--- src/rtl/loader_pkg.sv ---
// loader_pkg: shared types and constants for the UART boot loader.
// Imported by boot_loader_ctrl and loader_word_assembler.
package loader_pkg;

  typedef enum logic [2:0] {
    S_IDLE,
    S_LEN_LO,
    S_LEN_HI,
    S_DATA,
    S_FINISH,
    S_ERROR
  } loader_state_t;

  localparam logic [7:0] DEFAULT_SYNC_BYTE = 8'hA5;
  localparam int         LEN_BYTES         = 2;
  localparam int         WORD_BYTES        = 4;

  function automatic logic [31:0] word_addr(
    input logic [31:0] base,
    input logic [31:0] idx
  );
    return base + (idx << 2);
  endfunction

endpackage

--- src/rtl/loader_word_assembler.sv ---
// loader_word_assembler: packs LSB-first bytes into 32-bit words.
// word_valid_o strobes in the cycle the 4th byte is presented.
module loader_word_assembler
  import loader_pkg::*;
(
  input  logic        clk,
  input  logic        rst,
  input  logic        clear_i,
  input  logic        en_i,
  input  logic [7:0]  byte_i,
  output logic        word_valid_o,
  output logic [31:0] word_o
);

  localparam logic [1:0] LAST_IDX = 2'(WORD_BYTES - 1);

  logic [1:0]  byte_cnt_q, byte_cnt_d;
  logic [23:0] shift_q, shift_d;

  // Byte-lane steering and completion strobe for the current byte.
  always_comb begin
    byte_cnt_d   = byte_cnt_q;
    shift_d      = shift_q;
    word_valid_o = en_i && (byte_cnt_q == LAST_IDX);
    word_o       = {byte_i, shift_q};
    if (clear_i) begin
      byte_cnt_d = '0;
      shift_d    = '0;
    end else if (en_i) begin
      byte_cnt_d = byte_cnt_q + 1'b1;
      unique case (byte_cnt_q)
        2'd0:    shift_d[7:0]   = byte_i;
        2'd1:    shift_d[15:8]  = byte_i;
        2'd2:    shift_d[23:16] = byte_i;
        default: shift_d        = shift_q;
      endcase
    end
  end

  // Byte counter and partial-word register.
  always_ff @(posedge clk or posedge rst) begin
    if (rst) begin
      byte_cnt_q <= '0;
      shift_q    <= '0;
    end else begin
      byte_cnt_q <= byte_cnt_d;
      shift_q    <= shift_d;
    end
  end

endmodule

--- src/rtl/boot_loader_ctrl.sv ---
// boot_loader_ctrl: loads a UART image into imem, then releases core.
// Optional inter-byte timeout enabled by LOADER_TIMEOUT_EN.
module boot_loader_ctrl
  import loader_pkg::*;
#(
  parameter int          ADDR_W         = 10,
  parameter logic [31:0] BASE_ADDR      = 32'h0000_0000,
  parameter logic [7:0]  SYNC_BYTE      = DEFAULT_SYNC_BYTE,
  parameter int          TIMEOUT_CYCLES = 1_000_000
) (
  input  logic              clk,
  input  logic              rst,
  input  logic              rx_valid,
  input  logic [7:0]        rx_byte,
  output logic              imem_we,
  output logic [31:0]       imem_addr,
  output logic [31:0]       imem_wdata,
  output logic              core_rst,
  output logic              busy,
  output logic              done,
  output logic              error,
  output logic [ADDR_W:0]   words_loaded
);

  localparam int          CNT_W     = ADDR_W + 1;
  localparam logic [16:0] MAX_WORDS = 17'(2 ** ADDR_W);

  loader_state_t state_q, state_d;

  logic             core_rst_q, core_rst_d;
  logic             we_q, we_d;
  logic [31:0]      addr_q, addr_d;
  logic [31:0]      wdata_q, wdata_d;
  logic             busy_q, busy_d;
  logic             done_q, done_d;
  logic             error_q, error_d;
  logic [CNT_W-1:0] words_q, words_d;
  logic [CNT_W-1:0] len_q, len_d;
  logic [7:0]       len_lo_q, len_lo_d;
  logic             last_q, last_d;

  logic [CNT_W-1:0] words_nxt;
  logic [16:0]      len_full;
  logic             asm_clear;
  logic             asm_en;
  logic             word_valid;
  logic [31:0]      word;
  logic             tmo_hit;

  loader_word_assembler u_asm (
    .clk          (clk),
    .rst          (rst),
    .clear_i      (asm_clear),
    .en_i         (asm_en),
    .byte_i       (rx_byte),
    .word_valid_o (word_valid),
    .word_o       (word)
  );

`ifdef LOADER_TIMEOUT_EN
  localparam int TMO_W = $clog2(TIMEOUT_CYCLES + 1);
  localparam logic [TMO_W-1:0] TMO_LAST =
    TMO_W'(TIMEOUT_CYCLES - 1);

  logic [TMO_W-1:0] tmo_q, tmo_d;

  // Count silent cycles while a frame is open; any byte clears it.
  always_comb begin
    tmo_d   = '0;
    tmo_hit = 1'b0;
    if (state_q inside {S_LEN_LO, S_LEN_HI, S_DATA}) begin
      if (!rx_valid) begin
        tmo_d   = tmo_q + 1'b1;
        tmo_hit = (tmo_q == TMO_LAST) && !last_q;
      end
    end
  end

  // Silent-cycle counter register.
  always_ff @(posedge clk or posedge rst) begin
    if (rst) tmo_q <= '0;
    else     tmo_q <= tmo_d;
  end
`else
  logic unused_tmo;
  assign unused_tmo = (TIMEOUT_CYCLES != 0);
  assign tmo_hit    = 1'b0;
`endif

  assign words_nxt = words_q + 1'b1;
  assign len_full  = {1'b0, rx_byte, len_lo_q};

  // Frame parser: next state, write strobe and status outputs.
  always_comb begin
    state_d    = state_q;
    core_rst_d = core_rst_q;
    we_d       = 1'b0;
    addr_d     = addr_q;
    wdata_d    = wdata_q;
    busy_d     = busy_q;
    done_d     = done_q;
    error_d    = error_q;
    words_d    = words_q;
    len_d      = len_q;
    len_lo_d   = len_lo_q;
    last_d     = last_q;
    asm_clear  = 1'b0;
    asm_en     = 1'b0;
    unique case (state_q)
      S_IDLE: begin
        if (rx_valid && rx_byte == SYNC_BYTE) begin
          state_d    = S_LEN_LO;
          busy_d     = 1'b1;
          done_d     = 1'b0;
          error_d    = 1'b0;
          words_d    = '0;
          core_rst_d = 1'b1;
          addr_d     = BASE_ADDR;
        end
      end
      S_LEN_LO: begin
        if (rx_valid) begin
          len_lo_d = rx_byte;
          state_d  = S_LEN_HI;
        end
      end
      S_LEN_HI: begin
        if (rx_valid) begin
          if (len_full == '0) begin
            state_d = S_FINISH;
          end else if (len_full > MAX_WORDS) begin
            state_d = S_ERROR;
          end else begin
            state_d   = S_DATA;
            len_d     = len_full[CNT_W-1:0];
            last_d    = 1'b0;
            asm_clear = 1'b1;
          end
        end
      end
      S_DATA: begin
        if (last_q) begin
          state_d = S_FINISH;
        end else begin
          asm_en = rx_valid;
          if (word_valid) begin
            we_d    = 1'b1;
            wdata_d = word;
            addr_d  = word_addr(BASE_ADDR, 32'(words_q));
            words_d = words_nxt;
            last_d  = (words_nxt == len_q);
          end
        end
      end
      S_FINISH: begin
        busy_d     = 1'b0;
        done_d     = 1'b1;
        core_rst_d = 1'b0;
        last_d     = 1'b0;
        state_d    = S_IDLE;
      end
      S_ERROR: begin
        busy_d     = 1'b0;
        error_d    = 1'b1;
        core_rst_d = 1'b1;
        state_d    = S_IDLE;
      end
      default: state_d = S_IDLE;
    endcase
    if (tmo_hit) state_d = S_ERROR;
  end

  // State and output registers.
  always_ff @(posedge clk or posedge rst) begin
    if (rst) begin
      state_q    <= S_IDLE;
      core_rst_q <= 1'b1;
      we_q       <= 1'b0;
      addr_q     <= BASE_ADDR;
      wdata_q    <= '0;
      busy_q     <= 1'b0;
      done_q     <= 1'b0;
      error_q    <= 1'b0;
      words_q    <= '0;
      len_q      <= '0;
      len_lo_q   <= '0;
      last_q     <= 1'b0;
    end else begin
      state_q    <= state_d;
      core_rst_q <= core_rst_d;
      we_q       <= we_d;
      addr_q     <= addr_d;
      wdata_q    <= wdata_d;
      busy_q     <= busy_d;
      done_q     <= done_d;
      error_q    <= error_d;
      words_q    <= words_d;
      len_q      <= len_d;
      len_lo_q   <= len_lo_d;
      last_q     <= last_d;
    end
  end

  assign imem_we      = we_q;
  assign imem_addr    = addr_q;
  assign imem_wdata   = wdata_q;
  assign core_rst     = core_rst_q;
  assign busy         = busy_q;
  assign done         = done_q;
  assign error        = error_q;
  assign words_loaded = words_q;

endmodule

--- config.mk ---
export PLATFORM = sky130hd
export DESIGN_NAME = boot_loader_ctrl
export DESIGN_NICKNAME = d
export VERILOG_FILES = /design/src/rtl/loader_pkg.sv /design/src/rtl/loader_word_assembler.sv /design/src/rtl/boot_loader_ctrl.sv
export SDC_FILE = /design/constraint.sdc
export NUM_CORES = 1
export LEC_CHECK = 0
export BUFFER_PORTS_ARGS = -buffer_cell sky130_fd_sc_hd__buf_2
export CAP_MARGIN = 10
export CORE_MARGIN = 3
export CORE_UTILIZATION = 45
export CTS_BUF_LIST = sky130_fd_sc_hd__clkbuf_8
export CTS_CLUSTER_DIAMETER = 50
export CTS_CLUSTER_SIZE = 30
export DETAILED_ROUTE_END_ITERATION = 10
export PLACE_DENSITY = 0.73
export SLEW_MARGIN = 10
export SYNTH_ARGS = -nofsm -noshare
export SYNTH_HDL_FRONTEND = slang
export SYNTH_SLANG_ARGS = --single-unit
--- constraint.sdc ---
create_clock -name clk -period 6 [get_ports clk]
set_input_delay 1.2 -clock clk [delete_from_list [all_inputs] [get_ports clk]]
set_output_delay 1.2 -clock clk [all_outputs]
set_load 0.02 [all_outputs]
==> Flow_metrics.wiki <==
{| class="wikitable"
! Metric !! Value
|-
| Number of synthesized register bits || 108
|-
| Fin Clk Skew || 0.00776 ns
|-
| Depth of the CTS H-tree || 3
|-
| Pleak || 2.86 nW
|-
| Routed vias/inst || 5.27
|-
| Number of buffers inserted during clock tree synthesis || 9
|-
| Max Clk Rate || 337 MHz
|-
| Overall power consumption || 1.83 mW
|-
| Final setup TNS || 0 ns
|-
| Result of the run || finished, final reports clean
|-
| Number of global-route vias before repair || 3618
|-
| Detailed-route wire length per cell || 15.4 um
|-
| Fraction of the cycle the final worst path needs || 49.5%
|-
| Fillers || 968
|-
| Avg Synthesized Cell Area || 10.0 um^2
|-
| DRC marker count from the first detailed-route iteration || 193
|-
| Commonest non-fill, non-tap cell in the layout || nand2_1
|-
| Most instantiated flip-flop cell in the synthesis netlist || dfrtp_1
|-
| Full die area || 0.0124 mm^2
|-
| CP required || 6.31 ns
|-
| CTS tree || yes
|-
| Post-synth EDFFs || 0
|-
| Row cnt || 37
|-
| Type of the most critical hold path || flop to flop
|-
| Wire length after detailed routing || 10600 um
|-
| Number of nets in the final layout || 568
|-
| Routability Congestion || 0.807
|-
| FF+latch area || around 0.0027 mm^2
|-
| Effective utilization at floorplan || between 40 and 50%
|-
| Count of yosys warnings during synthesis || 0
|-
| IO Pins || 91
|-
| Async set-reset flop share out of synthesis || 100%
|-
| DR pass1 iterations || 4
|-
| Number of distinct library cells after synthesis || 58
|-
| Clock sinks || 108
|-
| Hold buffer count at CTS || 0
|-
| Total setup violations reported at the end of the flow || 0
|-
| Post-DRT Antenna Nets || 0
|-
| Fraction of final layout cells sized beyond drive strength 1 || 21.4%
|-
| Worst-margin pin slew || 0.890 ns
|-
| Synthesis-to-finish area growth || 9.69%
|-
| Vias || 3645
|-
| Post-cts sizing count || 0
|-
| Biggest fanout along the worst timing path || 48
|-
| Power density over the cells || roughly 330 mW/mm^2
|-
| Multi-input logic area || 0.00204 mm^2
|-
| Capturing element type of the critical path || flop
|-
| Buffers from clock root to sink, at most || 2
|-
| Buffer type at the clock tree root || clkbuf_8
|-
| Number of antenna violations at the first check in global routing || 0
|-
| Commonest cells after routing, fill and taps aside || 148 x nand2_1, 107 x dfrtp_1, 69 x buf_2
|-
| Post-route DRC || 0
|-
| Final number of hold-violating endpoints || 0
|-
| Worst rel slew slack || 40.2%
|-
| Core area || 0.0106 mm^2
|-
| Clock-pin transition on the worst setup and hold timing paths || around 0.10 ns
|-
| Sequential-to-total area share from yosys stat || between 50% and 60%
|-
| Unrepaired setup endpoints after global routing || no
|-
| Horiz. Die Dim || 112 um
|-
| Core occupancy in the finished layout || between 50% and 60%
|-
| Pin count of the biggest net entering global routing || 58
|-
| DPL Wire Length || 7530 um
|-
| Buffers inserted by post-CTS timing repair || 0
|-
| Post-layout min period || 2.97 ns
|-
| Overflow left after global routing || 0
|-
| Cells after synthesis || 499
|-
| Diodes inserted || 0
|-
| Setup CP Type || input port to flop
|-
| Crit start category || input port
|-
| IO Port Bufs || 69
|-
| Max Cap Viol || 0
|-
| Syn Std Cell Area || 0.00501 mm^2
|-
| CP Data Arrival Time || approximately 3.3 ns
|-
| Number of max-slew violations in the final report || 0
|-
| Max IR drop VDD || 0.179 mV
|-
| Height of the die || 112 um
|-
| Clock network latency to the later pin of the worst-skew pair || 0.37 ns
|-
| Wire length of the first global-routing pass || 18200 um
|-
| Total Routing Usage GR || 17.8%
|}
==> sequential cells by signal, indices dropped and copies added (netlist names), 2 cells and up <==
signal,cells
len_lo_q,8
imem_wdata,32
len_q,11
imem_addr,11
words_loaded,11
state_q,3
u_asm.byte_cnt_q,2
u_asm.shift_q,24
==> through the flow <==
stage	cell area, um^2	setup slack [ns]	instances	hold slack, ns
6_report	5500	3.03	692	0.477
5_1_grt	5500	2.81	692	0.507
4_1_cts	5500	3.06	692	0.483
3_5_place_dp	5320	2.69	677	0.461
3_3_place_gp	5320	2.76	677	0.457
2_1_floorplan	5080	1.96	519	0.439
==> final timing paths <==
kind,from,cells after the start,end,slack (ns)
min,u_asm.shift_q[18],2,imem_wdata[18],0.48
max reg2reg,u_asm.byte_cnt_q[0],9,last_q,3.34
min reg2reg,u_asm.shift_q[18],2,imem_wdata[18],0.48
min in group asynchronous,rst,2,imem_addr[5],0.90
max in group asynchronous,rst,3,u_asm.shift_q[2],3.93
max,rx_valid,9,last_q,3.03
==> report_power, final <==
| group | switching (mW) | internal (mW) | leakage (nW) | total [mW] |
|---|---|---|---|---|
| clock network | 0.247 | 0.154 | 0.0876 | 0.401 |
| logic | 0.255 | 0.177 | 1.32 | 0.432 |
| registers | 0.122 | 0.880 | 1.45 | 1.00 |
==> metal layers <==
layer / vias to the layer above / share of wire (%) / track usage (%)
li1: 1757 / - / -
met4: 0 / 1.8 / 7.06
met1: 1766 / 48 / 25.9
met5: - / 0 / 0
met2: 107 / 45 / 26.7
met3: 15 / 5.7 / 2.83
==> cells in the mapped netlist, types with 5 or more instances <==
cell	number	share of area, %
a21oi_1	14	1.4
o2bb2ai_1	16	2.8
nor2_1	17	1.3
mux2_4	8	2.4
clkbuf_1	15	1.1
a22o_1	11	1.9
nand3_1	6	0.60
buf_4	21	3.1
buf_2	8	0.80
nand2_1	148	11
mux2_2	11	2.5
ha_1	5	1.2
xnor2_1	6	1.0
inv_1	9	0.67
o21ai_0	20	2.0
xor2_1	8	1.4
dfrtp_1	107	53
==> worst max-delay path, cell delays in order <==
cell and delay [ns]:
buf_2 0.12, and4b_1 0.24, nand2_1 0.07, buf_4 0.28
inv_1 0.43, buf_4 0.41, nand4_1 0.13, nor4_1 0.21
a31o_1 0.18
==> cell type report <==
class,count,share of cell area [%]
Clock buffer,9,2.25
Clock inverter,6,0.911
Inverter,9,0.660
Multi-Input combinational cell,351,37.0
Sequential cell,108,49.2
Tap cell,136,3.10
Timing Repair Buffer,73,6.83
==> cell families (layout without fill, tap and decap cells) <==
family	count (synthesis)	count (layout)	synth area share, %
AO/OA/AOI/OAI	81	81	11.4
multiplexers	20	20	5.07
adder cells (fa/ha/maj)	5	5	1.25
buffers and inverters	60	97	6.89
flip-flops	108	108	54.0
other	1	21	0.0749
XOR/XNOR	14	14	2.45
AND/OR/NAND/NOR	210	210	18.9
(Power assumes the default switching activity.)
